<file path="config.mk">
export PLATFORM = sky130hd
export DESIGN_NAME = spi_tx_arbiter
export DESIGN_NICKNAME = d
export VERILOG_FILES = /design/src/rtl/spi_tx_arbiter.sv
export SDC_FILE = /design/constraint.sdc
export NUM_CORES = 1
export LEC_CHECK = 0
export CAP_MARGIN = 0
export CORE_AREA = 2 2 71 73
export DETAILED_ROUTE_END_ITERATION = 6
export DIE_AREA = 0 0 73 75
export PLACE_DENSITY_LB_ADDON = 0.15
export SYNTH_ARGS = -nofsm -noshare
export SYNTH_HDL_FRONTEND = slang
export SYNTH_SLANG_ARGS = --single-unit
</file>
<file path="constraint.sdc">
create_clock -name clk -period 2 [get_ports clk]
set_input_delay 0.2 -clock clk [delete_from_list [all_inputs] [get_ports clk]]
set_output_delay 0.2 -clock clk [all_outputs]
set_load 0.02 [all_outputs]
</file>
<file path="src/rtl/spi_tx_arbiter.sv">
// Shares one SPI byte transmitter between a command requester (0) and a bulk requester (1).
// Handles round-robin grant, CS framing with bursts, the D/C pin and the bit-rate strobe.
module spi_tx_arbiter #(
    parameter int unsigned CLK_DIV   = 4,
    parameter int unsigned CS_SETUP  = 2,
    parameter int unsigned CS_IDLE   = 2,
    parameter int unsigned MAX_BURST = 16
) (
    input  logic       clk,
    input  logic       reset,
    input  logic       req0,
    input  logic [7:0] data0,
    input  logic       dc0,
    output logic       ack0,
    input  logic       req1,
    input  logic [7:0] data1,
    input  logic       dc1,
    output logic       ack1,
    output logic       tx_start,
    output logic [7:0] tx_data,
    output logic       tx_clk_en,
    input  logic       tx_sent,
    output logic       cs_n,
    output logic       dc,
    output logic       busy
);

    // Handshake: a requester holds req/data/dc until its one-cycle ack; the
    // byte and D/C level are taken only in the START cycle.
    typedef enum logic [2:0] {
        S_IDLE, S_SETUP, S_START, S_WAIT, S_NEXT, S_RELEASE
    } state_e;

    localparam logic [7:0] DIV_LAST   = 8'(CLK_DIV - 1);
    localparam logic [7:0] BURST_MAX  = 8'(MAX_BURST);
    localparam logic [3:0] SETUP_LAST = 4'(CS_SETUP - 1);
    localparam logic [3:0] IDLE_LAST  = 4'(CS_IDLE - 1);

    state_e     state_q, state_d;
    logic       grant_q, grant_d;
    logic       ptr_q, ptr_d;
    logic [7:0] burst_q, burst_d;
    logic [7:0] div_q, div_d;
    logic [3:0] setup_q, setup_d;
    logic [3:0] idle_q, idle_d;
    logic [7:0] tx_data_q, tx_data_d;
    logic       dc_q, dc_d;

    logic       grant_req;
    logic       grant_dc;
    logic [7:0] grant_data;
    logic       arb_pick;

    assign grant_req  = grant_q ? req1  : req0;
    assign grant_dc   = grant_q ? dc1   : dc0;
    assign grant_data = grant_q ? data1 : data0;
    // With a lone request the pointer is irrelevant; req1 alone picks 1, req0 alone picks 0.
    assign arb_pick   = (req0 && req1) ? ptr_q : req1;

    always_ff @(posedge clk or posedge reset) begin
        if (reset) begin
            state_q <= S_IDLE;
        end else begin
            state_q <= state_d;
        end
    end

    always_comb begin
        state_d = state_q;
        case (state_q)
            S_IDLE:    if (req0 || req1) state_d = S_SETUP;
            S_SETUP:   if (setup_q == SETUP_LAST) state_d = S_START;
            S_START:   state_d = S_WAIT;
            S_WAIT:    if (tx_sent) state_d = S_NEXT;
            S_NEXT:    state_d = (grant_req && (burst_q < BURST_MAX)) ? S_START : S_RELEASE;
            S_RELEASE: if (idle_q == IDLE_LAST) state_d = S_IDLE;
            default:   state_d = S_IDLE;
        endcase
    end

    always_comb begin
        cs_n      = (state_q == S_IDLE) || (state_q == S_RELEASE);
        tx_start  = (state_q == S_START);
        tx_data   = (state_q == S_START) ? grant_data : tx_data_q;
        dc        = (state_q == S_START) ? grant_dc   : dc_q;
        tx_clk_en = (state_q == S_WAIT) && (div_q == DIV_LAST);
        ack0      = (state_q == S_WAIT) && tx_sent && !grant_q;
        ack1      = (state_q == S_WAIT) && tx_sent && grant_q;
        busy      = (state_q != S_IDLE);
    end

    always_comb begin
        grant_d   = grant_q;
        ptr_d     = ptr_q;
        burst_d   = burst_q;
        div_d     = div_q;
        setup_d   = setup_q;
        idle_d    = idle_q;
        tx_data_d = tx_data_q;
        dc_d      = dc_q;
        case (state_q)
            S_IDLE: begin
                setup_d = '0;
                if (req0 || req1) grant_d = arb_pick;
            end
            S_SETUP: setup_d = setup_q + 4'd1;
            S_START: begin
                tx_data_d = grant_data;
                dc_d      = grant_dc;
                div_d     = '0;
                burst_d   = burst_q + 8'd1;
            end
            S_WAIT: div_d = (div_q == DIV_LAST) ? 8'd0 : div_q + 8'd1;
            S_NEXT: begin
                idle_d = '0;
                if (!(grant_req && (burst_q < BURST_MAX))) begin
                    burst_d = '0;
                    ptr_d   = ~grant_q;
                end
            end
            S_RELEASE: idle_d = idle_q + 4'd1;
            default: ;
        endcase
    end

    always_ff @(posedge clk or posedge reset) begin
        if (reset) begin
            grant_q   <= 1'b0;
            ptr_q     <= 1'b0;
            burst_q   <= '0;
            div_q     <= '0;
            setup_q   <= '0;
            idle_q    <= '0;
            tx_data_q <= '0;
            dc_q      <= 1'b0;
        end else begin
            grant_q   <= grant_d;
            ptr_q     <= ptr_d;
            burst_q   <= burst_d;
            div_q     <= div_d;
            setup_q   <= setup_d;
            idle_q    <= idle_d;
            tx_data_q <= tx_data_d;
            dc_q      <= dc_d;
        end
    end

    a_ack_onehot: assert property (@(posedge clk) disable iff (reset) !(ack0 && ack1));
    a_start_cs:   assert property (@(posedge clk) disable iff (reset) !(tx_start && cs_n));

endmodule

</file>
==> results of run 1 <==
==> synthesized netlist by cell type (4+ instances only) <==
cell type,count
dfrtp_1,38
nor2_1,23
nand2_1,20
a21oi_1,18
o21ai_0,15
mux2i_1,12
inv_1,8
nand3_1,7
nor3_1,7
ha_1,6
buf_2,5
clkbuf_1,4
nand2b_1,4
xor2_1,4
==> power by group <==
group / switching (mW) / total (mW) / internal, mW
clock: 0.280 / 0.813 / 0.532
combinational: 0.962 / 1.75 / 0.790
sequential: 0.231 / 1.29 / 1.06
==> state kept, by name, summed over array words and instances (netlist names) <==
signal	flops
setup_q	4
idle_q	4
state_q	3
burst_q	8
grant_q	1
ptr_q	1
tx_data_q	8
div_q	8
dc_q	1
==> final cells by class <==
cell class	count	share of cell area [%]
multi-input combinational	159	37.9
sequential	38	36.1
timing repair buffer	51	16.9
clock inverter	2	2.28
tap	54	2.56
clock buffer	6	3.13
inverter	8	1.14
==> cell families after synthesis <==
group | count (synthesis) | synth area share, %
simple gates | 83 | 20.7
compound gates | 49 | 14.2
flops | 38 | 47.0
buf+inv | 20 | 4.39
mux | 14 | 7.05
xor+xnor | 7 | 3.03
fa+ha+maj | 6 | 3.71
==> how the worst max path moves through the flow <==
stage	from	endpoint	slack [ns]	depth (start not counted)
floorplan	state_q[2]	dc_q	0.27	4
global placement	div_q[1]	tx_clk_en	0.12	5
detailed placement	state_q[2]	tx_data[7]	0.07	5
CTS	state_q[0]	cs_n	0.006	4
global route	state_q[1]	tx_data[5]	0.003	5
finish	state_q[1]	tx_data[5]	0.09	5
==> metrics by stage <==
stage / std cells / setup slack (ns) / power, mW / hold slack [ns] / utilization (%)
after floorplan: 217 / 0.267 / 2.47 / 0.297 / -
final: 318 / 0.0940 / 3.85 / 0.329 / 56.6
after global routing: 318 / 0.00277 / 4.18 / 0.393 / 56.6
after detailed placement: 310 / 0.0664 / 3.17 / 0.531 / 54.1
after CTS: 318 / 0.00603 / 3.92 / 0.342 / 56.9
after global placement: 310 / 0.116 / 3.15 / 0.512 / 54.1
==> what timing repair did <==
| item | 4_1_cts | 5_1_grt |
|---|---|---|
| gates cloned | 0 | 0 |
| endpoints found under the setup margin | 13 | 11 |
| resized for setup | 14 | 19 |
==> tightest hold or removal path, cell delays in order <==
cell and delay, ns:
clkdlybuf4s50_1 0.40, inv_1 0.05, buf_4 0.42
==> routing by layer <==
metal  wire [um]  up-vias
met5           0        -
met4          90        0
met3         217        8
met2        1920       45
met1        1980      758
li1            -      854
==> metrics.txt, run 1 <==
Hold Buf Count CTS=0; largest cells by area after synthesis=dfrtp_1, mux2i_1, a21oi_1; Worst path slowest cell=dfrtp_1; critical-path maximum fanout=10; share of cells above drive strength 1=13.6%; Ports=38; Final Skew=0.00705 ns; GRT Total Usage=18.7%; Slew Viols, Final=0; share of the synthesized area in the top cell type=47.0%; setup repair bufs after CTS=0; GR peak layer=met2; Slew headroom=between 60% and 70%; DR WL/cell=13.2 um; pwr/cell area=1460 nW/um2; Worst Tran Pin Value=0.492 ns; Async SR Flop Fraction=100%; Seq cells post-synth=38; R2R Setup Slk=0.30 ns; final setup fails=0; Routability Congestion=between 0.8 and 0.9; Cell variety after synth=40; Leak=about 1.2 nW; Final period util=a little over nine tenths; net count after synthesis=246; first-pass GRT wire length=slightly below 8000 um; die area=5480 um2; root buffer cell=clkbuf_8; synthesized area=2020 um2; critical path type=reg2out; routed via count=1665; CTS sink cnt=38; Initial Utilization=43.4%; Crit path required time=1.80 ns; final net count=292; worst endpoint data arrival time=around 1.7 ns; dominant synthesized flop cell=dfrtp_1; drt first-iter violations=123; register area=951 um2; MaxCap Viol Count=0; Die H=between 70 and 80 um; fin area=~2600 um2; later-pin clock latency in the skew report=0.29 ns; RSZ-0062 raised after global routing=no; vias in the first global route=1693; die width=approximately 73 um; Syn Area/Cell=9.32 um2; largest net degree at the start of global routing=39; DRC=0; # diodes=0; Max clock buf depth=2; crit-path max cell delay=0.41 ns; Reg2Reg Depth=5; Layout area overhead=30.3%; CP Launch Type=register; CTS tree=built; setup TNS=0 ns; core area=4660 um2; sequential fraction of the synthesis area=47.0%; cells along the critical path=nor3b_2 > buf_4 > nor2_1 > a21oi_1 > dlygate4sd2_1; post-placement cell area=roughly 2500 um2; Max Clk Rate=~520 MHz; CTS Buf Count=5; minimum clock period=approximately 1.9 ns; Post-DP HPWL=between 2000 and 3000 um; clk slew on worst S/H paths=~0.080 ns; Routed Antenna Nets=0; Multi-input gate area=between 900 and 1000 um2; Hold Crit Class=in2async; Yosys warning count=0; GR Util met1=24.6%; GRT met3 Usage=5.35%; most frequent cells in the layout=dfrtp_1, nor2_1, clkdlybuf4s50_1; VDD IR max=729 uV; Post-Synthesis Cells=217; Fill cells=~430; area leader, netlist=dfrtp_1; CP Capture Type=output port; Vias/cell=5.24; Routed WL=~4200 um; initial antenna violation count=0; worst path bufs/invs=2; CP delay by family, top=buffers and inverters; IO buf count=37; H-tree depth=2; Hold Violations, Final=0; Post-synth EDFFs=0; status=completed; total gr overflow=0; met2 Use GR=29.2%; RR Endpoint=burst_q[0]; commonest non-fill, non-tap cell in the layout=dfrtp_1; placement row count=25; worst reg2reg startpoint=state_q[2]; DR pass1 iterations=4
Power figures use the tool's default switching activity.
==> run 2, diff against run 1 <==
- CORE_AREA: 2 2 71 73 -> 2 2 66 68
- DIE_AREA: 0 0 73 75 -> 0 0 68 70
==> metrics.txt, run 2 (same netlist as run 1, synthesis figures left out) <==
largest registers=burst_q x8, div_q x8, tx_data_q x8; Post-DP HPWL=2920 um (+0.61%); commonest non-fill, non-tap cell in the layout=dfrtp_1; CTS Buf Count=5 (unchanged); cells along the critical path=buf_4 > or2_2 > nor2_1 > inv_1 > dlygate4sd2_1; pwr/cell area=1380 nW/um2 (-5.7%); clock network power share=14.9% (-6.2 points); Worst path slowest cell=dfrtp_1; Hold Violations, Final=0 (unchanged); GRT Total Usage=19.7% (+1.1 points); Routed WL=4020 um (-4.5%); Vias/cell=5.28 (+0.94%); first-pass GRT wire length=7170 um (-9.3%); Final WS setup=0.0962 ns (+0.00221 ns); drt first-iter violations=92 (-25%); MaxCap Viol Count=0 (unchanged); status=completed; IO buf count=37 (unchanged); fin cells=316 (-0.63%); Layout area overhead=28.9%; routed via count=1670 (+0.30%); die width=68 um (-6.8%); worst path bufs/invs=3 (+1); Switching Fraction=40.5% (+2.3 points); worst endpoint data arrival time=1.70 ns (about the same); # diodes=0 (unchanged); vias in the first global route=1696 (+0.18%); core area=4140 um2 (-11%); CP delay by family, top=buffers and inverters; share of cells above drive strength 1=11.7% (-1.9 points); Routed Antenna Nets=0 (unchanged); final setup fails=0 (unchanged); pre-CTS WS=0.0599 ns (-0.00656 ns); DP Cell Count=308 (-0.65%); Logic pwr share=47.9% (+2.4 points); Hold Crit Class=in2async; clk slew on worst S/H paths=0.07 ns (about the same); most frequent cells in the layout=dfrtp_1, nor2_1, clkdlybuf4s50_1; final net count=292 (unchanged); P_sw=1.46 mW (-1.2%); Leak=1.20 nW (-1.9%); crit-path max cell delay=0.38 ns (-0.03 ns); die area=4760 um2 (-13%); CP Capture Type=output port; DR pass1 iterations=4 (unchanged); largest net degree at the start of global routing=39 (unchanged); Final Skew=0.00289 ns (-0.00416 ns); Routability Congestion=0.748 (-9.6%); setup TNS=0 ns (unchanged); root buffer cell=clkbuf_8; Slew Viols, Final=0 (unchanged); CTS sink cnt=38 (unchanged); fin util=62.9% (+6.4 points); critical-path maximum fanout=11 (+1); Worst Tran Pin Value=0.467 ns (-0.0245 ns); CTS tree=built; Reg power frac=37.2% (+3.8 points); DR WL/cell=12.7 um (-3.9%); Max clock buf depth=2 (unchanged); Initial Utilization=48.8% (+5.4 points); Die H=70 um (-6.7%); total gr overflow=0 (unchanged); VDD IR max=842 uV (+15%); Hold Buf Count CTS=0 (unchanged); Cell Int Power=2.14 mW (-10%); Slew headroom=68.9% (+1.6 points); CP Launch Type=register; critical path type=reg2out; H-tree depth=2 (unchanged); Crit path required time=1.80 ns (about the same); Final period util=95.2% (-0.11 points); Ports=38 (unchanged); initial antenna violation count=0 (unchanged); later-pin clock latency in the skew report=0.29 ns (about the same); DRC=0 (unchanged); placement row count=24 (-4.0%); minimum clock period=1.90 ns (-0.00221 ns); Max Clk Rate=525 MHz (+0.12%)
-- run 2: cell count changes in the layout (fill, tap and decap cells not counted) --
cell / before / now
dlygate4sd2_1: 5 / 6
clkbuf_1: 0 / 1
clkdlybuf4s15_1: 0 / 4
bufinv_16: 2 / 0
clkinv_2: 0 / 1
clkbuf_2: 8 / 3
dfrtp_2: 0 / 1
dfrtp_1: 38 / 37
-- run 2: worst min-delay path: stages --
cell and delay (ns):
clkdlybuf4s50_1 0.39, inv_1 0.05, buf_4 0.40
-- run 2: per-layer routing --
layer | vias to the layer above | wire length [um] | track usage, %
li1 | 849 | - | -
met4 | 0 | 59 | 6.00
met3 | 6 | 249 | 6.60
met1 | 770 | 1930 | 26.7
met5 | - | 0 | 0
met2 | 45 | 1780 | 29.9
-- run 2: repair_timing --
action	in CTS	in global routing
setup buffers	0	0
setup endpoints to repair	13	10
resized for setup	15	13
-- run 2: final cells by class --
class	instances	area [um2]
sequential	38	952
inverter	8	30.0
clock inverter	1	5.00
multi-input combinational	159	998
tap	52	65.1
timing repair buffer	51	470
fill	364	1540
clock buffer	7	86.3
-- run 2: per-stage QoR --
| stage | hold WS [ns] | instance area [um2] | power, mW |
|---|---|---|---|
| floorplan | 0.297 | 2020 | 2.47 |
| global placement | 0.515 | 2520 | 3.12 |
| detailed placement | 0.527 | 2520 | 3.15 |
| CTS | 0.335 | 2600 | 3.62 |
| global route | 0.400 | 2610 | 3.91 |
| finish | 0.313 | 2610 | 3.59 |
-- run 2: final timing paths --
kind | start | to | slack (ns) | depth (start not counted)
min reg2reg | idle_q[1] | idle_q[1] | 0.54 | 2
max in group asynchronous | reset | grant_q | 1.34 | 3
min in group clk | req0 | grant_q | 0.54 | 2
min | reset | setup_q[1] | 0.31 | 3
max | state_q[2] | busy | 0.1 | 5
max reg2reg | div_q[0] | div_q[5] | 0.31 | 6
-- run 2: power by group through the flow --
stage / sequential, mW / clock (mW) / combinational [mW]
final: 1.34 / 0.535 / 1.72
after global routing: 1.38 / 0.592 / 1.93
after CTS: 1.33 / 0.558 / 1.73
after detailed placement: 1.34 / 0 / 1.81
after global placement: 1.33 / 0 / 1.79
after floorplan: 1.24 / 0 / 1.23
==> run 3, diff against run 2 <==
- ABC_AREA: not set -> 0
- CORE_AREA: 2 2 66 68 -> 2 2 75 77
- CTS_CLUSTER_SIZE: not set -> 40
- DIE_AREA: 0 0 68 70 -> 0 0 77 79
==> metrics.txt, run 3 (same netlist as run 1, synthesis figures left out) <==
status=completed; vias in the first global route=1635 (-3.6%); first-pass GRT wire length=7510 um (+4.7%); Worst Tran Pin Value=0.489 ns (+0.0215 ns); worst reg2reg startpoint=burst_q[5]; critical-path maximum fanout=25 (+14); MaxCap Viol Count=0 (unchanged); share of cells above drive strength 1=13.2% (+1.4 points); DRC=0 (unchanged); Max clock buf depth=2 (unchanged); pre-CTS WS=0.0699 ns (+0.0101 ns); Routed Antenna Nets=0 (unchanged); CTS sink cnt=38 (unchanged); DR pass1 iterations=4 (unchanged); CP delay by family, top=buffers and inverters; GRT Total Usage=15.2% (-4.5 points); Final period util=95.1% (about the same); final net count=294 (+0.68%); Hold Crit Class=in2async; Max Clk Rate=526 MHz (about the same); Fill cells=539 (+48%); Routed WL=4210 um (+4.7%); Leak=1.22 nW (+1.1%); # diodes=0 (unchanged); post-placement cell area=2570 um2 (+2.1%); Vias/cell=4.90 (-7.3%); total power=3.73 mW (+3.9%); GR peak layer=met2; core area=5340 um2 (+29%); Crit path required time=1.80 ns (about the same); initial antenna violation count=0 (unchanged); Reg2Reg Depth=4 (-2); Layout area overhead=31.1%; crit-path max cell delay=0.39 ns (about the same); Ports=38 (unchanged); final setup fails=0 (unchanged); critical path type=reg2out; root buffer cell=clkbuf_8; Final Skew=0.00360 ns (+0.000714 ns); setup TNS=0 ns (unchanged); CP Launch Type=register; GRT met3 Usage=3.64% (-3.0 points); placement row count=27 (+13%); Worst path slowest cell=dfrtp_1; DR WL/cell=12.4 um (-2.1%); pwr/cell area=1410 nW/um2 (+2.1%); hold slack=0.322 ns (+0.00976 ns); R2R Setup Slk=0.33 ns (+0.02 ns); minimum clock period=1.90 ns (-0.00138 ns); die width=77 um (+13%); met2 Use GR=24.2% (-5.7 points); Hold Buf Count CTS=0 (unchanged); fin area=2650 um2 (+1.7%); RSZ-0062 raised after global routing=no; RR Endpoint=burst_q[1]; cells along the critical path=nor3b_2 > buf_12 > nor2_1 > a21oi_1 > dlygate4sd2_1; commonest non-fill, non-tap cell in the layout=dfrtp_1; IO buf count=37 (unchanged); register area=951 um2 (-0.13%); VDD IR max=596 uV (-29%); CTS tree=built; CTS Buf Count=5 (unchanged); routed via count=1655 (-0.90%); die area=6080 um2 (+28%); Slew headroom=67.4% (-1.4 points); Routability Congestion=0.740 (-1.1%); Multi-input gate area=990 um2 (-0.88%); worst path bufs/invs=2 (-1); clk slew on worst S/H paths=0.08 ns (about the same); Post-DP HPWL=3000 um (+2.7%); later-pin clock latency in the skew report=0.29 ns (about the same); total gr overflow=0 (unchanged); Die H=79 um (+13%); largest registers=burst_q x8, div_q x8, tx_data_q x8; Final WS setup=0.0976 ns (+0.00138 ns); largest net degree at the start of global routing=39 (unchanged); most frequent cells in the layout=dfrtp_1, nor2_1, clkdlybuf4s50_1; worst endpoint data arrival time=1.70 ns (about the same); CP Capture Type=output port; H-tree depth=2 (unchanged); drt first-iter violations=55 (-40%); Initial Utilization=37.9% (-11 points); Hold Violations, Final=0 (unchanged); Slew Viols, Final=0 (unchanged); GR Util met1=20.9% (-5.8 points)
## run 3: cell types whose count changed in the layout (fill, tap and decap cells not counted), sizes merged
cell and change:
clkdlybuf4s15 -3, buf +2, dlygate4sd2 +2, bufinv +1
clkinv +1, dlymetal6s2s -1
## run 3: worst max path at each step
stage | to | from | slack [ns] | cells past startpoint
2_1_floorplan | dc_q | state_q[2] | 0.27 | 4
3_3_place_gp | tx_clk_en | div_q[0] | 0.08 | 5
3_5_place_dp | tx_clk_en | div_q[0] | 0.07 | 5
4_1_cts | tx_start | state_q[0] | 0.02 | 3
5_1_grt | tx_data[3] | state_q[0] | 0.01 | 5
6_report | tx_data[4] | state_q[0] | 0.1 | 5
## run 3: per-layer routing
| metal | up-vias | wire length, um | part of all wire (%) |
|---|---|---|---|
| met3 | 4 | 200 | 4.8 |
| met1 | 752 | 2110 | 50 |
| met5 | - | 0 | 0 |
| met4 | 0 | 36 | 0.86 |
| met2 | 39 | 1860 | 44 |
| li1 | 860 | - | - |
## run 3: what timing repair did
item / in CTS / in global routing
resized for setup: 15 / 12
hold endpoints to repair: 0 / 0
setup endpoints to repair: 14 / 7
setup buffers: 0 / 0
## run 3: per-stage QoR
| step | cells | utilization (%) |
|---|---|---|
| final | 338 | 49.7 |
| after global routing | 338 | 49.7 |
| after CTS | 338 | 50.0 |
| after detailed placement | 330 | 48.1 |
| after global placement | 330 | 48.1 |
| after floorplan | 217 | - |
## run 3: cell type report
class	instances	area share (%)
Clock inverter	3	1.51
Timing Repair Buffer	53	18.2
Multi-Input combinational cell	159	37.3
Sequential cell	38	35.8
Clock buffer	5	2.59
Tap cell	72	3.40
Inverter	8	1.13
## run 3: tightest hold or removal path, stage by stage
cell and delay (ns):
clkdlybuf4s50_1 0.39, inv_1 0.05, buf_4 0.41
## run 3: report_power, final
part	switching, mW	internal (mW)
clock	0.280	0.367
sequential	0.241	1.06
combinational	0.969	0.819
